$ cat config.mk
export PLATFORM = sky130hd
export DESIGN_NAME = mem_port_arbiter
export DESIGN_NICKNAME = d
export VERILOG_FILES = /design/src/rtl/mem_port_arbiter.sv
export SDC_FILE = /design/constraint.sdc
export NUM_CORES = 1
export LEC_CHECK = 0
export ABC_AREA = 0
export CAP_MARGIN = 40
export CORE_ASPECT_RATIO = 1.4
export CORE_MARGIN = 5
export CORE_UTILIZATION = 36
export DETAILED_ROUTE_END_ITERATION = 12
export PLACE_DENSITY = 0.77
export SETUP_SLACK_MARGIN = 0.2
export SYNTH_ARGS = -nofsm -noshare
export SYNTH_HDL_FRONTEND = slang
export SYNTH_SLANG_ARGS = --single-unit
$ cat constraint.sdc
create_clock -name clock -period 1.7 [get_ports clock]
set_clock_uncertainty 0.1 [all_clocks]
set_input_delay 0.34 -clock clock [delete_from_list [all_inputs] [get_ports clock]]
set_output_delay 0.34 -clock clock [all_outputs]
set_load 0.01 [all_outputs]
$ cat src/rtl/mem_port_arbiter.sv
// Two-port arbiter/sequencer for the single-port main memory: CPU has priority,
// a streak counter guarantees the DBG port is served after STARVE_MAX CPU grants.
module mem_port_arbiter #(
  parameter int ADDR_W     = 9,
  parameter int DATA_W     = 32,
  parameter int RD_LAT     = 1,
  parameter int STARVE_MAX = 4
) (
  input  logic              clock,
  input  logic              reset,
  input  logic              cpu_req,
  input  logic              cpu_we,
  input  logic [ADDR_W-1:0] cpu_addr,
  input  logic [DATA_W-1:0] cpu_wdata,
  output logic [DATA_W-1:0] cpu_rdata,
  output logic              cpu_ack,
  input  logic              dbg_req,
  input  logic              dbg_we,
  input  logic [ADDR_W-1:0] dbg_addr,
  input  logic [DATA_W-1:0] dbg_wdata,
  output logic [DATA_W-1:0] dbg_rdata,
  output logic              dbg_ack,
  output logic              mem_en,
  output logic              mem_we,
  output logic [ADDR_W-1:0] mem_addr,
  output logic [DATA_W-1:0] mem_wdata,
  input  logic [DATA_W-1:0] mem_rdata,
  output logic              busy,
  output logic              owner,
  output logic [1:0]        fsm_state
);

  // Handshake: req is a level the requester holds; it is sampled only in IDLE.
  // ack is a one-cycle completion pulse and fires even if req was dropped mid-access.
  typedef enum logic [1:0] {
    ST_IDLE  = 2'd0,
    ST_ISSUE = 2'd1,
    ST_WAIT  = 2'd2,
    ST_ACK   = 2'd3
  } state_t;

  localparam logic [3:0] STREAK_MAX = 4'(STARVE_MAX);
  localparam logic [2:0] WAIT_LAST  = 3'(RD_LAT - 1);

  state_t              state, state_nx;
  logic [3:0]          streak;
  logic [2:0]          wait_cnt;
  logic                lat_we;
  logic [ADDR_W-1:0]   lat_addr;
  logic [DATA_W-1:0]   lat_wdata;
  logic                owner_q;
  logic                dbg_win, cpu_win, grant;

  always_comb begin
    dbg_win = dbg_req && (!cpu_req || (streak == STREAK_MAX));
    cpu_win = cpu_req && !dbg_win;
    grant   = (state == ST_IDLE) && (dbg_win || cpu_win);
  end

  always_ff @(posedge clock) begin
    if (reset) state <= ST_IDLE;
    else       state <= state_nx;
  end

  always_comb begin
    state_nx = state;
    case (state)
      ST_IDLE:  if (cpu_req || dbg_req) state_nx = ST_ISSUE;
      ST_ISSUE: state_nx = lat_we ? ST_ACK : ST_WAIT;
      ST_WAIT:  if (wait_cnt == WAIT_LAST) state_nx = ST_ACK;
      ST_ACK:   state_nx = ST_IDLE;
      default:  state_nx = ST_IDLE;
    endcase
  end

  // Grant latches, streak accounting, wait counter and per-port read capture.
  always_ff @(posedge clock) begin
    if (reset) begin
      streak    <= '0;
      wait_cnt  <= '0;
      lat_we    <= 1'b0;
      lat_addr  <= '0;
      lat_wdata <= '0;
      owner_q   <= 1'b0;
      cpu_rdata <= '0;
      dbg_rdata <= '0;
    end else begin
      if (grant) begin
        owner_q   <= dbg_win;
        lat_we    <= dbg_win ? dbg_we    : cpu_we;
        lat_addr  <= dbg_win ? dbg_addr  : cpu_addr;
        lat_wdata <= dbg_win ? dbg_wdata : cpu_wdata;
        if (dbg_win || !dbg_req)      streak <= '0;
        else if (streak < STREAK_MAX) streak <= streak + 4'd1;
      end
      if (state == ST_ISSUE)     wait_cnt <= '0;
      else if (state == ST_WAIT) wait_cnt <= wait_cnt + 3'd1;
      if ((state == ST_WAIT) && (wait_cnt == WAIT_LAST)) begin
        if (owner_q) dbg_rdata <= mem_rdata;
        else         cpu_rdata <= mem_rdata;
      end
    end
  end

  always_comb begin
    mem_en    = (state == ST_ISSUE);
    mem_we    = lat_we;
    mem_addr  = lat_addr;
    mem_wdata = lat_wdata;
    cpu_ack   = (state == ST_ACK) && !owner_q;
    dbg_ack   = (state == ST_ACK) && owner_q;
    busy      = (state != ST_IDLE);
    owner     = owner_q;
    fsm_state = state;
  end

endmodule

**After elaboration in Yosys (flattened, before gate mapping)**

Cells that the tools add are included.

- Memories kept: 0
- Input port bits: 120
- Bits in writable memories: 0
- Memory bits (read-only): 0
- Bits in latches: 0
- Register bits: 116
- Output and inout port bits: 113
- Word-level logic and storage cells: 51

- Bitwise operators: 1
- Multipliers: 0
- Add/subtract/negate cells: 2
- Equal/unequal tests: 6
- Reductions and logical operators: 23
- Shift-type cells: 0
- Divide/modulo/power cells: 0
- Multiplexer cells: 9
- Order comparisons: 1

Operator list:

| cell | count |
|---|---|
| $mux 32 | 1 |
| $mux 9 | 1 |
| $mux 4 | 2 |
| $pmux 2 s4 | 1 |
| $reduce_and 2->1 | 4 |
| $logic_and 1x1->1 | 6 |
| $add 4x1->4 const B | 1 |
| $eq 2x2->1 const B | 2 |
| $eq 4x3->1 const B | 1 |
| $logic_not 1->1 | 4 |
| $logic_or 1x1->1 | 4 |
| $lt 4x3->1 const B | 1 |
| $mux 2 | 2 |
| $reduce_bool 2->1 | 2 |
| $add 3x1->3 const B | 1 |
| $logic_not 3->1 | 1 |
| $eq 2x1->1 const B | 1 |
| $logic_not 2->1 | 1 |
| $mux 1 | 2 |
| $ne 2x1->1 const B | 1 |
| $ne 2x2->1 const B | 1 |
| $reduce_or 2->1 | 1 |
| $not 1->1 | 1 |

**Logic depth before layout (Yosys ltp)**

Gate-level depths: netlist (run 1).

- Word-level depth: 8
- Gate-level depth with buffers: 8
- Depth with buffers taken out: 6

**Worst setup path before layout (run 1)**

OpenSTA, ideal clock, no wires.

- Path type: reg2reg
- From: register state[0], in the netlist fsm_state[0]
- To: register dbg_rdata[4]
- Arrival: 1,516 ps
- Library setup time: 132 ps
- Slack: -48 ps
- Clock period less this slack: 1,748 ps
- Stages on the path, launching flop included: 9
- Cell sequence: dfxtp_1 -> inv_1 -> ha_1 -> nand3b_1 -> or2_2 -> clkbuf_1 -> buf_2 -> nand2_1 -> a21oi_1

- Cells in the longest elaborated chain, start to end: 3

Ends and longest elaborated chain:

| what | RTL line | RTL |
|---|---|---|
| start: declaration | 45 | `state_t state, state_nx;` |
| start signal: assignment | 62 | `else state <= state_nx;` |
| $eq 2x2->1 | 98 | `if ((state == ST_WAIT) && (wait_cnt == WAIT_LAST)) begin` |
| $logic_and 1x1->1 | 98 |  |
| $reduce_and 2->1 (no line) | - |  |
| end signal: assignment | 99 | `if (owner_q) dbg_rdata <= mem_rdata;` |
| end: declaration | 21 | `output logic [DATA_W-1:0] dbg_rdata,` |

No other way between the ends.
A chain may end at the register's enable or synchronous reset.

**Worst setup path in the final report (run 1)**

- From: register state[0], in the netlist fsm_state[0]
- To: register lat_addr[5], in the netlist mem_addr[5]

- Cells in the longest elaborated chain, start to end: 2

Ends and longest elaborated chain:

| what | RTL line | RTL |
|---|---|---|
| $logic_not 2->1 | 57 | `grant = (state == ST_IDLE) && (dbg_win \|\| cpu_win);` |
| $logic_and 1x1->1 | 57 |  |
| end signal: assignment | 91 | `lat_addr <= dbg_win ? dbg_addr : cpu_addr;` |
| end: declaration | 49 | `logic [ADDR_W-1:0] lat_addr;` |

No other way between the ends.

==> metrics, run 1 <==
total wirelength of the detailed-routed design 18810 um; layout cell share with drive strength beyond 1 26.40%; first-pass GRT wire length 26530 um; H-tree Lvls 4; quantity of hold-fixing buffers added after cts 0; end-of-flow core utilization 71.35%; share of flip-flops with an asynchronous set or reset after synthesis 0%; design area 9099 sq um; num ports 233; CP Cell Sequence inv_6 > ha_4 > inv_4 > buf_12 > nor2_4 > buf_12 > buf_8 > clkbuf_16 > nor2_2 > a311oi_1; slew at the pin closest to its max-slew limit 0.6155 ns; Fillers 932; share of Yosys cell area claimed by the top area cell type 50.23%; Worst EP required 1.89 ns; Worst Hold Class in2reg; endpoints failing hold 0; crit path launch type flip-flop; post-synthesis net count 708; count of nets left with antenna violations after detail routing 0; count of placed standard cells in the final layout, fillers left out 1028; per-instance average area after synthesis 7.971 sq um; Synth area leaders sky130_fd_sc_hd__dfxtp_1 (50%), sky130_fd_sc_hd__nand2_1 (17%), sky130_fd_sc_hd__a311oi_1 (8.0%), sky130_fd_sc_hd__a21oi_1 (7.0%), sky130_fd_sc_hd__nor2_1 (3.9%); static leakage 3.858 nW; area of the core 12750 sq um; number of vias per cell 5.119; Inserted Clock Buffers 17; crit path kind reg2reg; WP buf/inv 6; number of buffers on the longest clock path 2; shortest clock period the worst path allows after layout 1.844 ns; dominant delay contributor by cell family on the critical path buffers and inverters; overall routing resource usage 22.28%; chip width 105.8 um; insertion delay to the later sink of the worst-skew pair 0.40 ns; maximum operating frequency 542.2 MHz; half-perimeter wire length after placement 9860 um; Sequential cell area 2337 sq um; Final Max Tran Viols 0; footprint of the multi-input gates 2522 sq um; number of warnings issued by yosys 0; Placed Area 7218 sq um; violated checks setup timing; final setup vio count 39; MaxCap Viol Count 0; cell count after placement 942; worst stage delay on the critical path 0.36 ns; placement row count 49; Syn Inst Count 580; ratio of final minimum period to clock period 108.5%; height of the die 144.1 um; power density normalized to cell area 1511 nW/um^2; DRC Markers 0; synth-to-layout area growth 96.81%; crit path max fanout 7; part of the Yosys area used for sequential elements 50.23%; unrepaired setup endpoints after global routing true; FF-to-FF setup slack -0.14 ns; Post-synth top flop sky130_fd_sc_hd__dfxtp_1; kind of capture point of the worst setup path flip-flop; worst voltage drop across the vdd grid 0.9532 mV; number of distinct library cells after synthesis 35; setup slack at placement -0.2910 ns; I/O Buffers 232; remaining global-route overflow 0; first-pass detailed-route iteration total 5; largest net degree at the start of global routing 116; root cell of the clock tree sky130_fd_sc_hd__clkbuf_16; final critical-path setup slack -0.1442 ns; Total Die Area 15240 sq um; drt first-iter violations 234; sinks on the clock net 116; starting density of the core 36.25%; critical path's most frequent cell sky130_fd_sc_hd__buf_12; number of flip-flops and latches in the synthesized netlist 116; most common library cells after synthesis sky130_fd_sc_hd__nand2_1 (214), sky130_fd_sc_hd__dfxtp_1 (116), sky130_fd_sc_hd__a21oi_1 (65); GPL Wtd Cong 0.7921; wire length per cell after detailed routing 18.30 um; number of enable flip-flop cells after synthesis 0; CTS tree done; dominant cell by count in the synthesized netlist sky130_fd_sc_hd__nand2_1; WP data arrival 2.03 ns; via count 5262; initial antenna violation count 0; slowest stage cell, crit path sky130_fd_sc_hd__dfxtp_4; Worst slew margin 58.96%; Layout Nets 990; CTS clk-pin slew, worst paths 0.06 ns; number of global-route vias before repair 5138; status finished, violations left; Post-Synthesis Cell Area 4623 sq um; Inserted Diodes 0; Yosys top cell by area sky130_fd_sc_hd__dfxtp_1
[sequential cells by signal, summed over array words and instances (netlist names)]
register and cells:
mem_wdata 32, owner 1, mem_we 1, fsm_state 2, wait_cnt 3, dbg_rdata 32
cpu_rdata 32, streak 4, mem_addr 9
[final timing paths]
check	startpoint	end	depth (start not counted)
setup / recovery	fsm_state[0]$_SDFFE_PP0P_	mem_addr[5]$_SDFFE_PP0P_	10
hold / removal	reset	streak[0]$_SDFFE_PP0P_	4
setup reg to reg	fsm_state[0]$_SDFFE_PP0P_	mem_addr[5]$_SDFFE_PP0P_	10
hold reg to reg	dbg_rdata[1]$_SDFFE_PP0P_	dbg_rdata[1]$_SDFFE_PP0P_	2
[power breakdown]
group | switching [W] | total, W | internal (W) | leakage [nW]
combinational | 0.00289 | 0.00621 | 0.00332 | 2.60
sequential | 0.000414 | 0.00377 | 0.00335 | 0.951
clock | 0.00129 | 0.00378 | 0.00249 | 0.303
total | 0.00459 | 0.0138 | 0.00916 | 3.86
[routing by layer]
metal	global-route usage, %	up-vias	wire length (um)
li1	-	2509	-
met1	23.42	2487	6777
met2	41.43	231	10200
met3	7.146	35	1415
met4	8.390	0	416
met5	0	-	0
[cells by family after synthesis]
logic type,synth area share [%]
buf+inv,5.792
xor+xnor,0.3790
mux,0.8661
compound gates,16.89
fa+ha+maj,2.165
flops,50.23
simple gates,23.68
[placed cells by master (no fill, tap or decap), types with 6 or more instances in the layout]
| cell type | n |
|---|---|
| sky130_fd_sc_hd__buf_6 | 25 |
| sky130_fd_sc_hd__clkbuf_2 | 13 |
| sky130_fd_sc_hd__dlygate4sd2_1 | 78 |
| sky130_fd_sc_hd__nor2_1 | 24 |
| sky130_fd_sc_hd__dfxtp_1 | 110 |
| sky130_fd_sc_hd__clkbuf_16 | 21 |
| sky130_fd_sc_hd__buf_16 | 16 |
| sky130_fd_sc_hd__nand2_1 | 181 |
| sky130_fd_sc_hd__a311oi_1 | 22 |
| sky130_fd_sc_hd__nand2_2 | 20 |
| sky130_fd_sc_hd__nor2_2 | 13 |
| sky130_fd_sc_hd__clkdlybuf4s15_1 | 18 |
| sky130_fd_sc_hd__buf_4 | 16 |
| sky130_fd_sc_hd__clkdlybuf4s50_1 | 116 |
| sky130_fd_sc_hd__inv_1 | 6 |
| sky130_fd_sc_hd__buf_12 | 14 |
| sky130_fd_sc_hd__a311oi_2 | 20 |
| sky130_fd_sc_hd__a21oi_1 | 61 |
| sky130_fd_sc_hd__nor2_4 | 12 |
| sky130_fd_sc_hd__nand2_4 | 13 |
[worst register-to-register path: cells and delay by family, from the launching register on]
| family | cells | cell delay, ns |
|---|---|---|
| adders and majority gates | 1 | 0.15 |
| AOI/OAI and AO/OA | 1 | 0.27 |
| buffers and inverters | 6 | 0.66 |
| and+or+nand+nor | 2 | 0.20 |
| DFF | 1 | 0.36 |
[what timing repair did]
item                       in CTS  in global routing
setup buffers                  27                  4
pin swaps                      52                 43
cloned                         18                  5
gates resized for setup       248                102
setup endpoints to repair     226                148
[cell type report]
class	instances	share of cell area, %
Tap cell	153	2.104
Timing Repair Buffer	307	37.09
Clock inverter	13	1.994
Clock buffer	19	4.868
Inverter	11	0.5363
Multi-Input combinational cell	409	27.72
Sequential cell	116	25.69
[metrics by stage]
stage	power (W)	TNS [ns]	hold WS (ns)
floorplan	0.005677	0	0.3663
global placement	0.007831	-9.361	0.3379
detailed placement	0.007897	-12.27	0.3428
CTS	0.01310	-0.3067	0.3084
global route	0.01439	-4.203	0.3330
finish	0.01375	-0.7673	0.3158
Note: power is estimated with default switching activity, not from simulation.
==> run 2, diff against run 1 <==
CAP_MARGIN = 20   (was 40)
CORE_ASPECT_RATIO = 0.9   (was 1.4)
==> run 2 against run 1 <==
Largest power group unchanged. The flow still finishes with violations (setup timing). Core utilization shrank 2.8 points. Clock-buffer cell count fell by 2. Cell area is 4.8% lower. Highest routed layer unchanged.
==> metrics, run 2 (same netlist as run 1, synthesis figures left out) <==
layout cell share with drive strength beyond 1 29.74% (was 26.40%); Final Max Tran Viols 0 (unchanged); I/O Buffers 232 (unchanged); Fillers 899 (was 932); first-pass detailed-route iteration total 5 (unchanged); largest net degree at the start of global routing 116 (unchanged); most common cell after layout, fill and taps aside sky130_fd_sc_hd__nand2_1 (unchanged); MaxCap Viol Count 0 (unchanged); status finished, violations left (unchanged); area of the core 12640 sq um (was 12750 sq um); initial antenna violation count 0 (unchanged); Power, Total 0.01178 W (was 0.01375 W); height of the die 117.5 um (was 144.1 um); worst voltage drop across the vdd grid 1.031 mV (was 0.9532 mV); crit path launch type flip-flop (unchanged); insertion delay to the later sink of the worst-skew pair 0.41 ns (was 0.40 ns); path depth of the worst reg2reg path 9 (was 10); summed negative setup slack over all endpoints -0.2513 ns (was -0.7673 ns); Inserted Clock Buffers 17 (unchanged); Hold Path Cell Cnt 4 (unchanged); CTS tree done (unchanged); CP Cell Sequence inv_4 > buf_6 > ha_4 > nand3b_1 > buf_6 > nand2b_4 > buf_12 > nand2_1 > a21oi_1 (was inv_6 > ha_4 > inv_4 > buf_12 > nor2_4 > buf_12 > buf_8 > clkbuf_16 > nor2_2 > a311oi_1); crit path kind reg2reg (unchanged); reg2reg start fsm_state[0]$_SDFFE_PP0P_ (unchanged); count of nets left with antenna violations after detail routing 0 (unchanged); drt first-iter violations 280 (was 234); shortest clock period the worst path allows after layout 1.775 ns (was 1.844 ns); count of placed standard cells in the final layout, fillers left out 1018 (was 1028); Total Die Area 15210 sq um (was 15240 sq um); H-tree Lvls 4 (unchanged); maximum operating frequency 563.5 MHz (was 542.2 MHz); half-perimeter wire length after placement 11360 um (was 9860 um); GPL Wtd Cong 0.9059 (was 0.7921); DRC Markers 0 (unchanged); chip width 129.5 um (was 105.8 um); root cell of the clock tree sky130_fd_sc_hd__clkbuf_16 (unchanged); Layout Nets 969 (was 990); first-pass GRT wire length 27910 um (was 26530 um); CTS clk-pin slew, worst paths 0.06 ns (about the same); placement row count 39 (was 49); slowest stage cell, crit path sky130_fd_sc_hd__dfxtp_4 (unchanged); cell count after placement 954 (was 942); total wirelength of the detailed-routed design 18650 um (was 18810 um); sinks on the clock net 116 (unchanged); number of buffers on the longest clock path 2 (unchanged); number of global-route vias before repair 5379 (was 5138); WP data arrival 2.01 ns (was 2.03 ns); overall routing resource usage 23.34% (was 22.28%); Inserted Diodes 0 (unchanged); via count 5316 (was 5262); design area 8661 sq um (was 9099 sq um); synth-to-layout area growth 87.33% (was 96.81%); wire length per cell after detailed routing 18.32 um (was 18.30 um); hold path endpoint streak[0]$_SDFFE_PP0P_ (unchanged); Placed Area 7227 sq um (was 7218 sq um); starting density of the core 36.58% (was 36.25%); violated checks setup timing (unchanged); most frequent cells in the layout sky130_fd_sc_hd__nand2_1 (149), sky130_fd_sc_hd__clkdlybuf4s50_1 (118), sky130_fd_sc_hd__dfxtp_1 (109) (was sky130_fd_sc_hd__nand2_1 (181), sky130_fd_sc_hd__clkdlybuf4s50_1 (116), sky130_fd_sc_hd__dfxtp_1 (110)); num ports 233 (unchanged); slew at the pin closest to its max-slew limit 0.6328 ns (was 0.6155 ns); endpoints failing hold 0 (unchanged); kind of capture point of the worst setup path flip-flop (unchanged); number of vias per cell 5.222 (was 5.119); Worst slew margin 57.81% (was 58.96%); power density normalized to cell area 1360 nW/um^2 (was 1511 nW/um^2); Worst EP required 1.93 ns (was 1.89 ns); unrepaired setup endpoints after global routing true (unchanged); RR Endpoint cpu_rdata[3]$_SDFFE_PP0P_ (was mem_addr[5]$_SDFFE_PP0P_); critical path's most frequent cell sky130_fd_sc_hd__buf_6 (was sky130_fd_sc_hd__buf_12); FF-to-FF setup slack -0.07 ns (was -0.14 ns); Worst Hold Class in2reg (unchanged); static leakage 3.542 nW (was 3.858 nW); final critical-path setup slack -0.07473 ns (was -0.1442 ns); remaining global-route overflow 0 (unchanged); worst stage delay on the critical path 0.40 ns (was 0.36 ns); Worst Hold Launch reset (unchanged); setup slack at placement -0.2503 ns (was -0.2910 ns); crit path max fanout 16 (was 7); ratio of final minimum period to clock period 104.4% (was 108.5%); final setup vio count 15 (was 39)
[run 2: through the flow]
| stage | hold slack, ns | util (%) |
|---|---|---|
| detailed placement | 0.3447 | 57.18 |
| global route | 0.3655 | 68.53 |
| global placement | 0.3378 | 57.18 |
| CTS | 0.3113 | 66.46 |
| floorplan | 0.3663 | - |
| finish | 0.3523 | 68.53 |
[run 2: timing repair]
action                                  4_1_cts  5_1_grt
buffers inserted                             12        7
resized for setup                           290      141
pin swaps                                    69       44
endpoints found under the setup margin      225      198
cloned                                        9        4
hold buffers                                  0        0
[run 2: report_power, final]
group	switching, W	internal (W)	leakage [nW]	total [W]
combinational	0.00240	0.00230	2.33	0.00470
clock	0.00142	0.00190	0.256	0.00331
sequential	0.000410	0.00335	0.951	0.00376
total	0.00423	0.00755	3.54	0.0118
[run 2: worst max-delay path: cells and delay by family, from the launching register on]
family          cells  cell delay (ns)
buf+inv             4             0.48
simple gates        3             0.33
compound gates      1             0.22
flops               1             0.40
fa+ha+maj           1             0.16
[run 2: layout make-up]
cell class                      count  area (sq um)  area share, %
Tap cell                          164         205.2          2.369
Clock buffer                       17         425.4          4.912
Clock inverter                     15         123.9          1.430
Inverter                           11         48.80         0.5634
Timing Repair Buffer              284          2949          34.05
Sequential cell                   116          2338          27.00
Multi-Input combinational cell    411          2570          29.67
[run 2: metal layers]
metal | track usage (%) | vias up | routed length [um]
met5 | 0 | - | 0
met1 | 25.73 | 2496 | 6772
li1 | - | 2479 | -
met3 | 8.938 | 45 | 2067
met2 | 40.16 | 296 | 9299
met4 | 9.156 | 0 | 506
[run 2: worst max-delay path by stage]
stage                                  to  cells after the start                 startpoint  slack [ns]
2_1_floorplan    mem_addr[7]$_SDFFE_PP0P_                      7  fsm_state[1]$_SDFFE_PP0P_        0.17
3_3_place_gp   mem_wdata[13]$_SDFFE_PP0P_                      6                    dbg_req       -0.17
3_5_place_dp   mem_wdata[14]$_SDFFE_PP0P_                      6                    dbg_req       -0.25
4_1_cts                            mem_en                      3  fsm_state[1]$_SDFFE_PP0P_       -0.03
5_1_grt         cpu_rdata[3]$_SDFFE_PP0P_                      9  fsm_state[0]$_SDFFE_PP0P_       -0.13
6_report        cpu_rdata[3]$_SDFFE_PP0P_                      9  fsm_state[0]$_SDFFE_PP0P_       -0.07
